## src/rtl/video_fetch_fifo.sv

```systemverilog
// Elastic 8-word video fetch buffer between the DRAM arbiter and the pixel renderer.
// Credits issued reads against free space so in-flight words can never overflow it.
module video_fetch_fifo #(
   parameter int DEPTH = 8
) (
   input  logic        clk,
   input  logic        rst,
   input  logic        line_start,
   input  logic        vpix,
   input  logic        int_start,
   input  logic [6:0]  fetch_words,
   output logic        video_go,
   input  logic        video_next,
   input  logic        video_strobe,
   input  logic [15:0] video_data,
   input  logic        pix_rd,
   output logic [15:0] word_out,
   output logic        word_valid,
   output logic        underrun,
   output logic        overrun
);

   localparam int AW = $clog2(DEPTH);

   logic [AW-1:0] wptr_q, wptr_d, rptr_q, rptr_d;
   logic [AW:0]   count_q, count_d;
   logic [1:0]    inflight_q, inflight_d;
   logic [1:0]    discard_q, discard_d;
   logic [6:0]    remain_q, remain_d;
   logic          underrun_q, underrun_d, overrun_q, overrun_d;
   logic [15:0]   mem_q [DEPTH];

   logic          line_init, next_acc, pop, push, strobe_dec, buf_full, buf_empty;
   logic [AW+1:0] occupancy;

   assign buf_full   = (count_q == (AW+1)'(DEPTH));
   assign buf_empty  = (count_q == '0);
   assign occupancy  = (AW+2)'(count_q) + (AW+2)'(inflight_q);
   assign video_go   = (remain_q != '0) && (occupancy < (AW+2)'(DEPTH)) && (inflight_q != 2'd3);
   assign line_init  = line_start & vpix;
   assign next_acc   = video_next & video_go & ~line_init;
   assign pop        = pix_rd & ~buf_empty & ~line_init;
   assign push       = video_strobe & (discard_q == '0) & ~buf_full & ~line_init;
   assign strobe_dec = video_strobe & (inflight_q != '0);

   assign word_valid = ~buf_empty;
   assign word_out   = buf_empty ? 16'h0000 : mem_q[rptr_q];
   assign underrun   = underrun_q;
   assign overrun    = overrun_q;

   // Line init wins over everything; reads still in flight become words to discard.
   always_comb begin
      wptr_d     = wptr_q;
      rptr_d     = rptr_q;
      count_d    = count_q;
      inflight_d = inflight_q;
      discard_d  = discard_q;
      remain_d   = remain_q;
      if (line_init) begin
         wptr_d     = '0;
         rptr_d     = '0;
         count_d    = '0;
         remain_d   = fetch_words;
         discard_d  = inflight_q - {1'b0, strobe_dec};
         inflight_d = inflight_q - {1'b0, strobe_dec};
      end else begin
         if (next_acc) remain_d = remain_q - 7'd1;
         if (next_acc && !video_strobe) inflight_d = inflight_q + 2'd1;
         else if (!next_acc && strobe_dec) inflight_d = inflight_q - 2'd1;
         if (video_strobe && discard_q != '0) discard_d = discard_q - 2'd1;
         if (push) wptr_d = wptr_q + AW'(1);
         if (pop) rptr_d = rptr_q + AW'(1);
         if (push && !pop) count_d = count_q + (AW+1)'(1);
         else if (pop && !push) count_d = count_q - (AW+1)'(1);
      end
   end

   // Sticky flags: a set in the same cycle as int_start takes precedence.
   always_comb begin
      underrun_d = (underrun_q & ~int_start) | (pix_rd & buf_empty & ~line_init);
      overrun_d  = (overrun_q & ~int_start)
                 | (video_strobe & (discard_q == '0) & buf_full & ~line_init);
   end

   always_ff @(posedge clk or posedge rst) begin
      if (rst) begin
         wptr_q     <= '0;
         rptr_q     <= '0;
         count_q    <= '0;
         inflight_q <= '0;
         discard_q  <= '0;
         remain_q   <= '0;
         underrun_q <= 1'b0;
         overrun_q  <= 1'b0;
      end else begin
         wptr_q     <= wptr_d;
         rptr_q     <= rptr_d;
         count_q    <= count_d;
         inflight_q <= inflight_d;
         discard_q  <= discard_d;
         remain_q   <= remain_d;
         underrun_q <= underrun_d;
         overrun_q  <= overrun_d;
      end
   end

   always_ff @(posedge clk) begin
      if (push) mem_q[wptr_q] <= video_data;
   end

endmodule
```

## config.mk

```make
export PLATFORM = sky130hd
export DESIGN_NAME = video_fetch_fifo
export DESIGN_NICKNAME = d
export VERILOG_FILES = /design/src/rtl/video_fetch_fifo.sv
export SDC_FILE = /design/constraint.sdc
export NUM_CORES = 1
export LEC_CHECK = 0
export CAP_MARGIN = 5
export CELL_PAD_IN_SITES_DETAIL_PLACEMENT = 1
export CELL_PAD_IN_SITES_GLOBAL_PLACEMENT = 2
export CORE_UTILIZATION = 45
export DETAILED_ROUTE_END_ITERATION = 16
export DONT_BUFFER_PORTS = 1
export GPL_TIMING_DRIVEN = 0
export PLACE_DENSITY = 0.81
export SLEW_MARGIN = 5
export SYNTH_ARGS = -nofsm -noshare
export SYNTH_HDL_FRONTEND = slang
export SYNTH_SLANG_ARGS = --single-unit
```

## constraint.sdc

```tcl
create_clock -name clk -period 4.3 [get_ports clk]
set_input_delay 0.43 -clock clk [delete_from_list [all_inputs] [get_ports clk]]
set_output_delay 0.43 -clock clk [all_outputs]
set_load 0.1 [all_outputs]
```

======== After elaboration in Yosys (flattened, before gate mapping) ========
Memory sizes are Yosys's and may differ from the RTL's.
Index checks and enable logic that the tools add are counted.
storage, ports and cells
  flip-flop bits (word level) ............. 23
  RAM bits ................................ 128
  input bits .............................. 31
  output and inout port bits .............. 20
  logic and storage cells ................. 82
  memories ................................ 1
memories
  name   depth  width  rd ports  clocked after Yosys merged registers in  write ports  RTL line  source
  mem_q  8      16     1         0                                        1            31        logic [15:0] mem_q [DEPTH];
operators by class
  add/sub/neg operators ................... 10
  $lt $le $gt $ge ......................... 1
  eq/ne operators ......................... 2
  muxes and demuxes ....................... 17
  bitwise operators ....................... 21
  reduce and logical (&&, ||, !) cells .... 22
operators by type and width
  operator               count
  $mux W16               1
  $and A1 B1 Y1          15
  $mux W7                2
  $mux W3                4
  $mux W4                3
  $reduce_bool A2 Y1     6
  $mux W2                5
  $logic_and A1 B1 Y1    7
  $reduce_bool A7 Y1     1
  $sub A7 B1 Y7 const B  1
  $add A3 B1 Y3 const B  2
  $reduce_bool A3 Y1     2
  $add A4 B2 Y5          1
  $lt A5 B4 Y1 const B   1
  $add A4 B1 Y4 const B  1
  $eq A4 B4 Y1 const B   1
  $logic_not A1 Y1       4
  $logic_not A4 Y1       1
  $not A1 Y1             4
  $sub A2 B1 Y2 const B  2
  $sub A4 B1 Y4 const B  1
  $add A2 B1 Y2 const B  1
  $logic_not A2 Y1       1
  $mux W1                2
  3 further kinds        4

======== Longest topological paths before layout ========
  depth after elaboration ................. 11
  mapped depth ............................ 11
  depth with buffers taken out ............ 11

======== Least setup slack after synthesis ========
No wires, ideal clock.
  kind .................................... register to output
  start point ............................. register rptr_q[2]
  end point ............................... output port word_out[10]
  arrival ................................. 2,548 ps
  required time ........................... 3,870 ps
  slack ................................... 1,322 ps
  cell stages (with the launch flop) ...... 5
  path buffers ............................ 2
  path through ............................ dfrtp_1 buf_1 clkbuf_1 mux2i_1 nor2_1
on the way
  word-level cells in the longest chain between the ends .. 2
ends and longest elaborated chain
  item                    RTL line  source
  start, declared         25        logic [AW-1:0] wptr_q, wptr_d, rptr_q, rptr_d;
  start signal, assigned  97        rptr_q <= rptr_d;
  $mem_v2 Z8 W16          --
  $mux W16                47        assign word_out = buf_empty ? 16'h0000 : mem_q[rptr_q];
  end, declared           17        output logic [15:0] word_out,
Every way passes these cells.

======== Worst setup path in the final report ========
  start point ............................. register rptr_q[2]
  end point ............................... output port word_out[12]
The elaborated chain is that of the path after synthesis.

==> out/results.txt <==
Sequential share of power = 33.0%
Status = completed
Class of the most critical hold timing path = primary input to asynchronous set/reset pin
Synth async-reset ratio = 15.2%
Netlist cell types = 42
Required time worst endpoint = 3870 ps
Total vias in the final route = 3,335
Switching Power = 2.54 mW
# port buffers = 0
Fraction of final layout cells sized beyond drive strength 1 = 26.0%
Post-detailed-placement half-perimeter wirelength = 8.55 mm
Setup repair after global routing missed its margin = no
Inserted Clock Buffers = 17
Internal power contribution = 3.13 mW
Final weighted congestion of routability-driven global placement = 0.714
Final setup margin = 704 ps
Share of the yosys chip area belonging to registers = 70.0%
Post-synthesis instance area = 6310 sq um
Worst setup slack after placement = 985 ps
Sw frac = 44.8%
Number of nets in the synthesized netlist = 409
Post-CTS Setup Inserts = 0
Worst-skew pair later-pin latency = 430 ps
Via count of the first global-routing pass = 3,619
Kind of critical path = flip-flop to output pin
Setup crit end kind = output pin
CTS tree = built
Wirelength per Cell = 23.2 um
Syn avg cell area = 17.2 sq um
Standard cell core area = 13,500 sq um
Detailed Routing Iterations Pass 1 = 4
Resized cells post-CTS = 0
Filler cells = 1,257
Quantity of hold-fixing buffers added after cts = 0
Warning count from the yosys run = 0
Setup violation total in the final timing report = 0
Non-filler cells, final = 584
Number of buffers on the longest clock path = 2
Initial core utilization = 46.9%
Static Leakage = 2.43 nW
Remaining global-route overflow = 0
Prevailing post-synth register cell = sky130_fd_sc_hd__edfxtp_1
# IOs = 51
Root buffer cell = sky130_fd_sc_hd__clkbuf_16
Synthesized netlist cell count = 368
Final period util = 83.6%
Leading cell type in the layout, fill and taps excluded = sky130_fd_sc_hd__edfxtp_1
H-tree depth reported by CTS = 4
Die H = 120 um
1st-iter DRT viols = 217
Wire length of the first global-routing pass = 21.1 mm
Data arrival, critical path = 3170 ps
Number of placed instances with taps included = 552
Antenna-violating nets left = 0
Period minus WS final = 3600 ps
Main area contributors after synthesis = sky130_fd_sc_hd__edfxtp_1, sky130_fd_sc_hd__mux4_2, sky130_fd_sc_hd__dfrtp_1
Detailed-route vias per instance = 5.71
Number of antenna violations at the first check in global routing = 0
Overall die area = 14,500 sq um
Reg2Reg Depth = 10
Clock Pin Slew Worst Setup and Hold Paths = 70 ps
Final Net Count = 436
Post-route DRC violation count = 0
Maximum Capacitance Violations = 0
Launch point of the critical path = rptr_q[2]$_DFFE_PP0P_
Proportion of power drawn by combinational gates = 41.4%
Most frequent cells in the layout = sky130_fd_sc_hd__edfxtp_1, sky130_fd_sc_hd__mux4_2, sky130_fd_sc_hd__dfrtp_1
Wire length reported by the detailed router = 13.6 mm
Peak supply drop = 0.635 mV
CTS sink cnt = 151
Register bit count reported by yosys = 151
Global Route Usage Sum = 20.9%
Slew of the pin with the lowest slew margin = 1120 ps
Die W = 120 um
Final worst clock skew = 8.61 ps
Library cell with the largest summed area after synthesis = sky130_fd_sc_hd__edfxtp_1
Worst reg2reg startpoint = count_q[0]$_DFFE_PP0P_
Portion of total power attributed to the clock network = 25.6%
Post-route setup TNS = 0 ps
Startpoint type of the worst setup path = flip-flop
Total inserted antenna cells = 0
Growth of design area from synthesis to finish = 15.5%
Relative slew margins = 25.2%
Largest fanout on the critical path = 10
Rows = 42
Post-synth EDFFs = 128
Hold Fails Final Rpt = 0
Power density of the placed cells = 777 nW/um^2
Max-slew violations = 0
Fin Hold WS = 88.5 ps
Pin count of the biggest net entering global routing = 24
Share of Yosys cell area claimed by the top area cell type = 60.9%
Max frequency = 278 MHz
critical path: stages, from the launching register on:
cell and delay, ps:
sky130_fd_sc_hd__dfrtp_1 320, sky130_fd_sc_hd__buf_1 500, sky130_fd_sc_hd__clkbuf_1 790, sky130_fd_sc_hd__mux2i_1 260, sky130_fd_sc_hd__nor2_2 850
metrics by stage:
stage	util (%)	area, sq um	total power, mW
4_1_cts	54.2	7290	5.72
2_1_floorplan	-	6310	3.87
3_5_place_dp	49.9	6720	4.27
6_report	54.2	7290	5.67
5_1_grt	54.2	7290	5.90
3_3_place_gp	48.6	6530	4.14
Yosys cell counts, types with 3 or more instances:
master and n:
sky130_fd_sc_hd__xor2_1 6, sky130_fd_sc_hd__nor3_1 5, sky130_fd_sc_hd__nand2_1 12, sky130_fd_sc_hd__edfxtp_1 128
sky130_fd_sc_hd__inv_1 13, sky130_fd_sc_hd__dfrtp_1 23, sky130_fd_sc_hd__mux2i_1 18, sky130_fd_sc_hd__o21ai_0 6
sky130_fd_sc_hd__nand2b_1 4, sky130_fd_sc_hd__mux4_2 32, sky130_fd_sc_hd__ha_1 9, sky130_fd_sc_hd__buf_2 3
sky130_fd_sc_hd__xnor2_1 9, sky130_fd_sc_hd__clkbuf_1 9, sky130_fd_sc_hd__a21oi_1 9, sky130_fd_sc_hd__o21ai_1 5
sky130_fd_sc_hd__nor2_1 37, sky130_fd_sc_hd__nand4_1 4, sky130_fd_sc_hd__nand3_1 5
worst paths after layout:
check / end / slack (ps)
setup / recovery: word_out[12] / 700
hold / removal: underrun$_DFF_PP0_ / 90
setup reg to reg: count_q[3]$_DFFE_PP0P_ / 1050
hold reg to reg: remain_q[6]$_DFFE_PP0P_ / 570
max in group asynchronous: inflight_q[1]$_DFFE_PP0P_ / 3630
min in group clk: mem_q[2][2]$_DFFE_PP_ / 90
state kept, by name (all words and copies together) (netlist names):
name        count
inflight_q      2
overrun         1
count_q         4
mem_q         128
discard_q       2
wptr_q          3
remain_q        7
rptr_q          3
underrun        1
routing by layer:
metal	share of wire (%)	up-vias	global-route usage, %
met5	0	-	0
met4	2.0	0	7.79
met3	5.3	23	7.36
met2	50	85	34.4
met1	42	1752	25.3
li1	-	1475	-
area by class of cell:
class / count / area, sq um / area share, %
plain buffers: 14 / 56.3 / 0.773
clock buffers: 18 / 429 / 5.89
clock inverters: 14 / 141 / 1.94
inverters: 15 / 60.1 / 0.824
multi-input cells: 188 / 1840 / 25.3
flip-flops and latches: 151 / 4420 / 60.6
well taps: 176 / 220 / 3.02
repair buffers: 8 / 120 / 1.65
logic make-up after synthesis:
group,count (synthesis),synth area share [%]
flip-flops,151,70.0
XOR/XNOR,16,2.34
AO/OA/AOI/OAI,30,2.77
buffers and inverters,29,1.84
multiplexers,50,14.3
AND/OR/NAND/NOR,82,6.66
adder cells (fa/ha/maj),10,2.10
power groups by stage:
stage / combinational [mW] / clock (mW) / sequential (mW)
floorplan: 2.00 / 0 / 1.87
global placement: 2.24 / 0 / 1.89
detailed placement: 2.36 / 0 / 1.90
CTS: 2.38 / 1.47 / 1.87
global route: 2.49 / 1.52 / 1.89
finish: 2.34 / 1.45 / 1.87
Power figures use the tool's default switching activity.
